**src/rtl/playback_ctrl.sv**
```systemverilog
// Playback sequencer: lock-stable, flush, prefill, play, with recovery on lock loss, rate change and underrun.
// Optional feature macro: PLAYBACK_CTRL_UNDERRUN_EN (underrun detection, counting and PLAY-to-FLUSH recovery).
module playback_ctrl #(
  parameter int LOCK_STABLE_CYCLES = 24576,
  parameter int FLUSH_CYCLES       = 32,
  parameter int PREFILL_CYCLES     = 256,
  parameter int UNDERRUN_CYCLES    = 64,
  parameter int CNT_W              = 16
) (
  input  logic       clk245760,
  input  logic       rst,
  input  logic       locked_i,
  input  logic [4:0] rate_i,
  input  logic       fifo_empty_i,
  output logic       fifo_rst_o,
  output logic       pop_en_o,
  output logic       dac_mute_o,
  output logic       led_locked_o,
  output logic [2:0] state_o,
  output logic [7:0] underrun_cnt_o
);

  typedef enum logic [2:0] {
    WAIT_LOCK = 3'd0,
    STABLE    = 3'd1,
    FLUSH     = 3'd2,
    PREFILL   = 3'd3,
    PLAY      = 3'd4
  } state_t;

  localparam logic [CNT_W-1:0] LOCK_LOAD    = CNT_W'(LOCK_STABLE_CYCLES - 1);
  localparam logic [CNT_W-1:0] FLUSH_LOAD   = CNT_W'(FLUSH_CYCLES - 1);
  localparam logic [CNT_W-1:0] PREFILL_LOAD = CNT_W'(PREFILL_CYCLES - 1);

  state_t           state, state_nx;
  logic [CNT_W-1:0] timer, timer_nx;
  logic             pre_run, pre_run_nx;
  logic [1:0]       lock_sync, empty_sync;
  logic [4:0]       rate_meta, rate_s, rate_q;
  logic             lock_s, empty_s;
  logic             rate_diff, rate_seen, rate_chg, rate_ld;

  assign lock_s  = lock_sync[1];
  assign empty_s = empty_sync[1];

  always_ff @(posedge clk245760) begin
    if (rst) begin
      lock_sync  <= '0;
      empty_sync <= '0;
      rate_meta  <= '0;
      rate_s     <= '0;
    end else begin
      lock_sync  <= {lock_sync[0], locked_i};
      empty_sync <= {empty_sync[0], fifo_empty_i};
      rate_meta  <= rate_i;
      rate_s     <= rate_meta;
    end
  end

  // A rate change needs the mismatch on two consecutive cycles to reject multi-bit skew.
  assign rate_diff = (rate_s != rate_q);
  assign rate_chg  = rate_diff && rate_seen;
  assign rate_ld   = rate_chg || ((state == WAIT_LOCK) && lock_s);

  always_ff @(posedge clk245760) begin
    if (rst) begin
      rate_q    <= '0;
      rate_seen <= 1'b0;
    end else begin
      rate_seen <= rate_diff && !rate_chg;
      if (rate_ld) rate_q <= rate_s;
    end
  end

`ifdef PLAYBACK_CTRL_UNDERRUN_EN
  localparam logic [CNT_W-1:0] UNDER_LAST = CNT_W'(UNDERRUN_CYCLES - 1);
  logic [CNT_W-1:0] run, run_nx;
  logic             underrun;

  always_ff @(posedge clk245760) begin
    if (rst) begin
      run            <= '0;
      underrun_cnt_o <= '0;
    end else begin
      run <= run_nx;
      if (underrun && (underrun_cnt_o != '1)) underrun_cnt_o <= underrun_cnt_o + 8'd1;
    end
  end
`else
  assign underrun_cnt_o = '0;
`endif

  always_comb begin
    state_nx   = state;
    timer_nx   = timer;
    pre_run_nx = 1'b0;
`ifdef PLAYBACK_CTRL_UNDERRUN_EN
    run_nx     = '0;
    underrun   = 1'b0;
`endif
    case (state)
      WAIT_LOCK: begin
        if (lock_s) begin
          state_nx = STABLE;
          timer_nx = LOCK_LOAD;
        end
      end
      STABLE, FLUSH, PREFILL, PLAY: begin
        if (!lock_s) begin
          state_nx = WAIT_LOCK;
        end else if (rate_chg) begin
          state_nx = STABLE;
          timer_nx = LOCK_LOAD;
        end else begin
          case (state)
            STABLE: begin
              if (timer == '0) begin
                state_nx = FLUSH;
                timer_nx = FLUSH_LOAD;
              end else begin
                timer_nx = timer - CNT_W'(1);
              end
            end
            FLUSH: begin
              if (timer == '0) state_nx = PREFILL;
              else timer_nx = timer - CNT_W'(1);
            end
            PREFILL: begin
              if (!pre_run) begin
                if (!empty_s) begin
                  timer_nx   = PREFILL_LOAD;
                  pre_run_nx = 1'b1;
                end
              end else if (timer == '0) begin
                state_nx = PLAY;
              end else begin
                timer_nx   = timer - CNT_W'(1);
                pre_run_nx = 1'b1;
              end
            end
            PLAY: begin
`ifdef PLAYBACK_CTRL_UNDERRUN_EN
              if (empty_s) begin
                if (run == UNDER_LAST) begin
                  underrun = 1'b1;
                  state_nx = FLUSH;
                  timer_nx = FLUSH_LOAD;
                end else begin
                  run_nx = run + CNT_W'(1);
                end
              end
`endif
            end
            default: ;
          endcase
        end
      end
      default: state_nx = WAIT_LOCK;
    endcase
  end

  // Outputs are decoded from the next state so they switch on the same edge as state_o.
  always_ff @(posedge clk245760) begin
    if (rst) begin
      state        <= WAIT_LOCK;
      timer        <= '0;
      pre_run      <= 1'b0;
      fifo_rst_o   <= 1'b1;
      pop_en_o     <= 1'b0;
      dac_mute_o   <= 1'b1;
      led_locked_o <= 1'b0;
    end else begin
      state        <= state_nx;
      timer        <= timer_nx;
      pre_run      <= pre_run_nx;
      fifo_rst_o   <= (state_nx == WAIT_LOCK) || (state_nx == STABLE) || (state_nx == FLUSH);
      pop_en_o     <= (state_nx == PLAY);
      dac_mute_o   <= (state_nx != PLAY);
      led_locked_o <= lock_s;
    end
  end

  assign state_o = state;

endmodule
```
**config.mk**
```make
export PLATFORM = sky130hd
export DESIGN_NAME = playback_ctrl
export DESIGN_NICKNAME = d
export VERILOG_FILES = /design/src/rtl/playback_ctrl.sv
export SDC_FILE = /design/constraint.sdc
export NUM_CORES = 1
export LEC_CHECK = 0
export BUFFER_PORTS_ARGS = -buffer_cell sky130_fd_sc_hd__buf_2
export CORE_MARGIN = 2
export CORE_UTILIZATION = 52
export CTS_BUF_LIST = sky130_fd_sc_hd__clkbuf_16
export DETAILED_ROUTE_END_ITERATION = 10
export GPL_ROUTABILITY_DRIVEN = 0
export MAX_ROUTING_LAYER = met4
export PLACE_DENSITY = 0.85
export SYNTH_ARGS = -nofsm -noshare
export SYNTH_HDL_FRONTEND = slang
export SYNTH_SLANG_ARGS = --single-unit
```
**constraint.sdc**
```tcl
create_clock -name clk245760 -period 2.07 [get_ports clk245760]
set_input_delay 0.1035 -clock clk245760 [delete_from_list [all_inputs] [get_ports clk245760]]
set_output_delay 0.1035 -clock clk245760 [all_outputs]
set_load 0.05 [all_outputs]
```
* After elaboration in Yosys (flattened, before gate mapping)
Index checks and enable logic that the tools add are counted.
Word-level totals: logic and storage cells 65, flip-flop bits (word level) 44, output and inout bits 15
Operators by class: equal/unequal tests 13, mux-type cells 21, reductions and logical operators 14, $add $sub $neg 1, bitwise gates (word level) 3
Operators with widths (number):
- 16-bit two-way mux | 7
- 16-bit one-hot mux with 3 select lines | 1
- 16-bit one-hot mux with 2 select lines | 1
- 3-bit two-way mux | 7
- 16-bit zero test | 1
- 16-bit by 1-bit subtractor with 16-bit output (second input constant) | 1
- 5-bit != test (second input constant) | 2
- 3-bit by 2-bit == test with 1-bit output (second input constant) | 3
- 3-bit one-hot mux with 3 select lines | 1
- 3-bit by 1-bit == test with 1-bit output (second input constant) | 2
- 3-bit == test (second input constant) | 2
- 3-bit zero test | 2
- 3-bit one-hot mux with 2 select lines | 1
- 5-bit != test | 1
- 5-bit AND reduction | 1
- 5-bit OR reduction | 1
- 2-bit != test (second input constant) | 2
- 4-bit OR reduction | 1
- 1-bit logical AND | 3
- 1-bit logical OR | 3
- 1-bit two-way mux | 3
- 3-bit != test (second input constant) | 1
- 1-bit NOT | 3
- 2-bit nonzero test | 1
- 1-bit zero test | 1

* Longest topological paths before layout
Gate-level depths: netlist of run 1.
depth in word-level cells 10, mapped depth 13, mapped depth without buffers 11

* Worst setup path after synthesis of run 1
OpenSTA, ideal clock, no wires.
path kind flip-flop to flip-flop, from register timer[0], to register timer[0], setup slack -0.148 ns, data arrival time 2.080 ns, library setup time 0.138 ns, stages on the path, launching flop included 14, path buffers 2, cell sequence dfxtp_1 > inv_1 > ha_1 > nor3b_2 > nand2_1 > nor2b_4 > buf_6 > inv_2 > buf_6 > ha_1 > nor3_1 > a21oi_1 > nor3_1 > a211oi_1
On the way: cells in the longest elaborated chain, start to end 7
RTL lines:
- start: declaration | line 36 | logic [CNT_W-1:0] timer, timer_nx;
- start signal: assignment | line 174 | timer <= timer_nx;
- 16-bit by 1-bit subtractor with 16-bit output / 16-bit zero test (equally long branches)
- 16-bit two-way mux | line 125, 134
- 16-bit two-way mux | line 129 | if (!pre_run) begin
- 16-bit one-hot mux with 3 select lines * | line 115 | case (state)
- 16-bit two-way mux * | line 111 | end else if (rate_chg) begin
- 16-bit two-way mux * | line 109 | if (!lock_s) begin
- 16-bit one-hot mux with 2 select lines * | line 101 | case (state)
Every way passes the cells marked *; elsewhere a longest branch is shown, timed or not. The select of a mux whose other input is x is not followed. A chain may end at the register's enable or synchronous reset.

* Final worst setup path of run 1
Ends and elaborated chain as after synthesis.

==> results of run 1 <==
-- worst max-delay path by stage --
stage / startpoint / cells after the start / slack [ns] / endpoint
6_report: timer[0]$_SDFFE_PP0P_ / 11 / 0.1 / timer[0]$_SDFFE_PP0P_
5_1_grt: timer[0]$_SDFFE_PP0P_ / 11 / -0.02 / timer[0]$_SDFFE_PP0P_
4_1_cts: timer[12]$_SDFFE_PP0P_ / 8 / 0.009 / timer[9]$_SDFFE_PP0P_
3_5_place_dp: timer[12]$_SDFFE_PP0P_ / 8 / 0.07 / timer[7]$_SDFFE_PP0P_
3_3_place_gp: timer[12]$_SDFFE_PP0P_ / 8 / 0.17 / timer[7]$_SDFFE_PP0P_
2_1_floorplan: timer[0]$_SDFFE_PP0P_ / 13 / -0.01 / timer[0]$_SDFFE_PP0P_
-- report_power, final --
part           switching (uW)  internal [uW]
Clock                     345            573
Combinational             223            164
Sequential               36.5            883
-- routing by layer --
layer	part of all wire [%]	GRT usage (%)	routed length [um]
met1	43	23.5	1970
met3	5.9	6.09	269
met5	0	-	0
met4	2.2	11.5	98
met2	49	34.0	2220
-- repair_timing --
item | in CTS | in global routing
endpoints found under the setup margin | 0 | 6
hold endpoints to repair | 0 | 0
setup buffers | 0 | 2
gates resized for setup | 0 | 8
-- kinds of logic after synthesis --
group | after synthesis | share of synthesized area [%]
AOI/OAI and AO/OA | 65 | 20.2
muxes | 6 | 2.79
adders and majority gates | 2 | 1.16
DFF | 44 | 41.0
xor gates and xnor gates | 8 | 3.26
other | 1 | 0.174
buffers and inverters | 28 | 7.04
and+or+nand+nor | 94 | 24.4
-- cells in the mapped netlist, drive strengths merged (3+ instances only) --
master | number | area [um2]
a211oi | 4 | 30.0
a31oi | 6 | 50.0
o31ai | 3 | 22.5
buf | 12 | 91.3
nor2 | 30 | 113
o21a | 3 | 22.5
nand2 | 14 | 52.6
xnor2 | 5 | 43.8
inv | 9 | 33.8
o21ai | 20 | 100
clkbuf | 7 | 26.3
dfxtp | 44 | 881
a21oi | 14 | 70.1
nand3 | 3 | 15.0
mux2i | 6 | 60.1
xor2 | 3 | 26.3
nor3 | 9 | 45.0
nor4 | 8 | 86.3
nor2b | 19 | 126
-- state kept, by name, summed over array words and instances (netlist names) --
register,cells
rate_meta,5
pop_en_o,1
led_locked_o,1
timer,16
dac_mute_o,1
pre_run,1
state_o,3
lock_sync,2
empty_sync,2
fifo_rst_o,1
rate_s,5
rate_q,5
rate_seen,1
-- stage by stage --
stage                     std cells  utilization [%]  hold WS, ns
after floorplan                 255                -        0.232
after global placement          312             57.3        0.311
after detailed placement        312             57.3        0.315
after CTS                       320             61.6       0.0165
after global routing            322             62.4       0.0256
final                           322             62.4       0.0180
-- cell type report --
type / instances / area, um2 / share of cell area, %
clock buffers: 5 / 125 / 5.01
clock inverters: 3 / 46.3 / 1.85
inverters: 9 / 33.8 / 1.35
multi-input cells: 183 / 1170 / 46.8
flip-flops and latches: 44 / 887 / 35.5
well taps: 50 / 62.6 / 2.51
repair buffers: 28 / 173 / 6.92
==> results.cfg, run 1 <==
[sta]
fin_crit_sh_pct = 95.4
drv_slew = 0
fmax_mhz = 506
timing.final.ws_setup_ns = 0.0955
finalSetupTns_ns = 0
final_hold_viol_count = 0
setup_violations = 0
clock_skew_ns = 0.00611
min_period_ns = 1.97

[floorplanning]
die-width_um = 68.3
core_mm2 = 0.00400
io_pins = 24
die_area_mm2 = 0.00467
initial_core_util_pct = 53.8
die_y_um = 68.3
row_count = 23

[yosys]
synthFlopType = dfxtp_1
yosysSeqAreaShare_pct = 41.0
yosys_warnings = 0
synthArstFlopShare_pct = 0
ys_ff_latch = 44
ys_types = 51
netlist_area_mm2 = 0.00215
netlist_instances = 248
synth_area_per_cell_um2 = 8.67
synth-edff-count = 0

[clock_tree]
htreeDepth = 2
clkSlewWorstSetupHoldPaths_ns = 0.07
clock-root-buffer = clkbuf_16
cts_sinks = 44
numCtsBuffers = 5
clock_tree.buffer_depth = 2
insertion_delay_ns = 0.29
cts_hold_buf = 0
cts_tree = done

[critical_path]
setup.worst_path.start_class = flip-flop
worstPathRequired_ns = 2.23
critPathTopFamily = simple AND/OR/NAND/NOR gates
r2r_setup_slack_ns = 0.1
slowest_delay_ns = 0.34
criticalPathCategory = flip-flop to flip-flop
crit_buf_inv = 2
rr_worst_depth = 11
cp_cell_sequence = inv_2 > ha_2 > nor3b_4 > nand2_2 > nor2b_4 > inv_2 > ha_1 > nor3_1 > a21oi_1 > nor3_1 > a211oi_1
critPathMaxFanout = 6
r2r-start = timer[0]$_SDFFE_PP0P_
arrival_ns = 2.13
slowest_stage = dfxtp_2
reg2reg_to = timer[0]$_SDFFE_PP0P_
critPathCaptureType = flip-flop

[drt]
drc = 0
drt-total-wl_mm = 4.56
firstDrtPassIters = 4
avgViaCountPerCell = 5.69
antenna_left = 0
drt_iter0_markers = 214
num_vias = 1831
wl_per_cell_um = 14.2

[grt]
grt_pass1_vias = 1644
grt_first_pass_wirelength_mm = 7.05
grtUsageTotal_pct = 21.1
overflow = 0
antenna_found_initial = 0
grt_max_degree = 22

[power_and_ir_drop]
power_uw = 2220
cellLeakagePower_uw = 0.000988
power_density_mw_per_mm2 = 891
vdd_drop_max_uv = 468

[layout]
final_cell_mix = dfxtp_1, nor2_1, o21ai_0, nor2b_1, buf_2
drive_gt1_share_pct = 21.7
area_delta_synth_final_pct = 16.1
antenna_cells = 0
final_nets = 282
fin_area_mm2 = 0.00250
final_common_cell = dfxtp_1
num-fill-cells = 346

[job]
drv_cap = 0

[outcome]
outcome = complete, no violations

[worst_hold_path]
min_path_type = primary input to flip-flop
whs_endpoint = rate_meta[3]$_SDFF_PP0_
min_from = rate_i[3]
holdPathStages = 2

[placed_design]
placed_area_mm2 = 0.00229
dp_slack_ns = 0.0732
portBuffers = 15
hpwl_mm = 3.12
(Power assumes the default switching activity.)
==> inputs of run 2 (changes only) <==
==> constraint.sdc (replaced) <==
create_clock -name clk245760 -period 2.07 [get_ports clk245760]
set_input_delay 0.1035 -clock clk245760 [delete_from_list [all_inputs] [get_ports clk245760]]
set_output_delay 0.1035 -clock clk245760 [all_outputs]
set_load 0.1 [all_outputs]
==> run 2 against run 1 <==
Critical path depth did not move; clock power is 6.2% lower; routed wire length is 1.3% lower; core utilization unchanged; power shrank 1.5%; cell count fell by 0.62%; global-route usage is 0.24 points higher; register-to-register slack worse by 0.02 ns.
==> results.cfg, run 2 (synthesis results as in run 1) <==
[outcome]
outcome = complete, no violations

[layout]
area_delta_synth_final_pct = 16.1
multiInputGateArea_mm2 = 0.00118
final_nets = 280
final_cell_mix = dfxtp_1, nor2_1, o21ai_0, nor2b_1, buf_2
fin_area_mm2 = 0.00250
fin_util_pct = 62.4
top_register = timer
final_common_cell = dfxtp_1
antenna_cells = 0
largest_reg_flops = 16
regArea_um2 = 893
num-fill-cells = 326
drive_gt1_share_pct = 20.7

[grt]
antenna_found_initial = 0
grtUsageTotal_pct = 21.3
overflow = 0
grt_pass1_vias = 1609
grt_first_pass_wirelength_mm = 7.16
grt_max_degree = 25

[sta]
min_period_ns = 2.00
final_hold_viol_count = 0
fin_crit_sh_pct = 96.4
rsz0062_at_grt = true
setup_violations = 0
clock_skew_ns = 0.00358
drv_slew = 0
fmax_mhz = 501
finalSetupTns_ns = 0

[clock_tree]
clkSlewWorstSetupHoldPaths_ns = 0.06
insertion_delay_ns = 0.29
cts_sinks = 44
clock_tree.buffer_depth = 2
cts_tree = done
cts_hold_buf = 0
clock-root-buffer = clkbuf_16
htreeDepth = 2
numCtsBuffers = 5

[power_and_ir_drop]
swShare_pct = 28.8
p_clk_share_pct = 39.3
cellLeakagePower_uw = 0.000979
p_sw_uw = 632
internal-power_uw = 1560
vdd_drop_max_uv = 536
seq_power_share_pct = 41.7
power_density_mw_per_mm2 = 878
combPwrFrac_pct = 19.0

[critical_path]
setup.worst_path.start_class = flip-flop
criticalPathCategory = flip-flop to flip-flop
worstPathRequired_ns = 2.22
rr_worst_depth = 11
critPathCaptureType = flip-flop
r2r-start = timer[0]$_SDFFE_PP0P_
r2r_setup_slack_ns = 0.07
critPathMaxFanout = 12
arrival_ns = 2.15
reg2reg_to = timer[0]$_SDFFE_PP0P_

[floorplanning]
die-width_um = 68.3
core_mm2 = 0.00400
die_area_mm2 = 0.00467
die_y_um = 68.3
row_count = 23
initial_core_util_pct = 53.8
io_pins = 24

[drt]
drt-total-wl_mm = 4.50
avgViaCountPerCell = 5.67
drt_iter0_markers = 176
antenna_left = 0
num_vias = 1813
drc = 0
wl_per_cell_um = 14.1
firstDrtPassIters = 4

[placed_design]
hpwl_mm = 3.03
portBuffers = 15
placed_area_mm2 = 0.00229

[worst_hold_path]
whs_endpoint = empty_sync[0]$_SDFF_PP0_
min_from = fifo_empty_i
holdPathStages = 2
min_path_type = primary input to flip-flop

[job]
drv_cap = 0
==> run 2: layer usage <==
| layer | vias to the layer above | global-route usage, % | share of wire (%) |
|---|---|---|---|
| met3 | 7 | 5.43 | 5.8 |
| met4 | 0 | 9.25 | 1.4 |
| met5 | - | - | 0 |
| li1 | 903 | - | - |
| met1 | 852 | 24.9 | 43 |
| met2 | 51 | 34.6 | 50 |
==> run 2: worst max path at each step <==
stage | slack, ns | cells after the start | end | from
after CTS | 0.01 | 8 | timer[11]$_SDFFE_PP0P_ | timer[12]$_SDFFE_PP0P_
after floorplan | -0.01 | 13 | timer[0]$_SDFFE_PP0P_ | timer[0]$_SDFFE_PP0P_
after global routing | -0.06 | 11 | timer[0]$_SDFFE_PP0P_ | timer[0]$_SDFFE_PP0P_
after global placement | 0.14 | 9 | timer[0]$_SDFFE_PP0P_ | timer[12]$_SDFFE_PP0P_
after detailed placement | 0.07 | 8 | timer[11]$_SDFFE_PP0P_ | timer[12]$_SDFFE_PP0P_
final | 0.07 | 11 | timer[0]$_SDFFE_PP0P_ | timer[0]$_SDFFE_PP0P_
==> run 2: critical path, cell delays in order, from the launching register on <==
cell      delay [ns]
dfxtp_2         0.33
inv_1           0.07
ha_2            0.18
nor3b_4         0.21
nand2_2         0.13
nor2b_4         0.16
inv_4           0.08
ha_1            0.29
nor3_2          0.13
a21oi_1         0.06
nor3_1          0.14
a211oi_1        0.07
==> run 2: layout make-up <==
type / count / share of cell area [%]
clock inverter: 2 / 0.652
tap: 50 / 2.51
clock buffer: 6 / 6.02
timing repair buffer: 26 / 6.32
multi-input combinational: 183 / 47.3
sequential: 44 / 35.8
inverter: 9 / 1.45
==> run 2: through the flow <==
step           setup slack (ns)  std cells  hold slack, ns  power (uW)
2_1_floorplan          -0.00959        255           0.232        1260
3_3_place_gp              0.142        311           0.311        1310
3_5_place_dp             0.0701        311           0.322        1320
4_1_cts                  0.0121        319          0.0230        2180
5_1_grt                 -0.0649        320          0.0379        2280
6_report                 0.0749        320          0.0244        2190
==> run 2: what timing repair did <==
| action | CTS | global route |
|---|---|---|
| endpoints found under the setup margin | 0 | 7 |
| buffers inserted | 0 | 1 |
| resized for setup | 0 | 7 |
==> run 2: power by group through the flow <==
stage	clock network (uW)	registers, uW	logic [uW]
floorplan	0	932	329
global placement	0	929	383
detailed placement	0	931	390
CTS	874	912	395
global route	913	919	453
finish	861	914	417
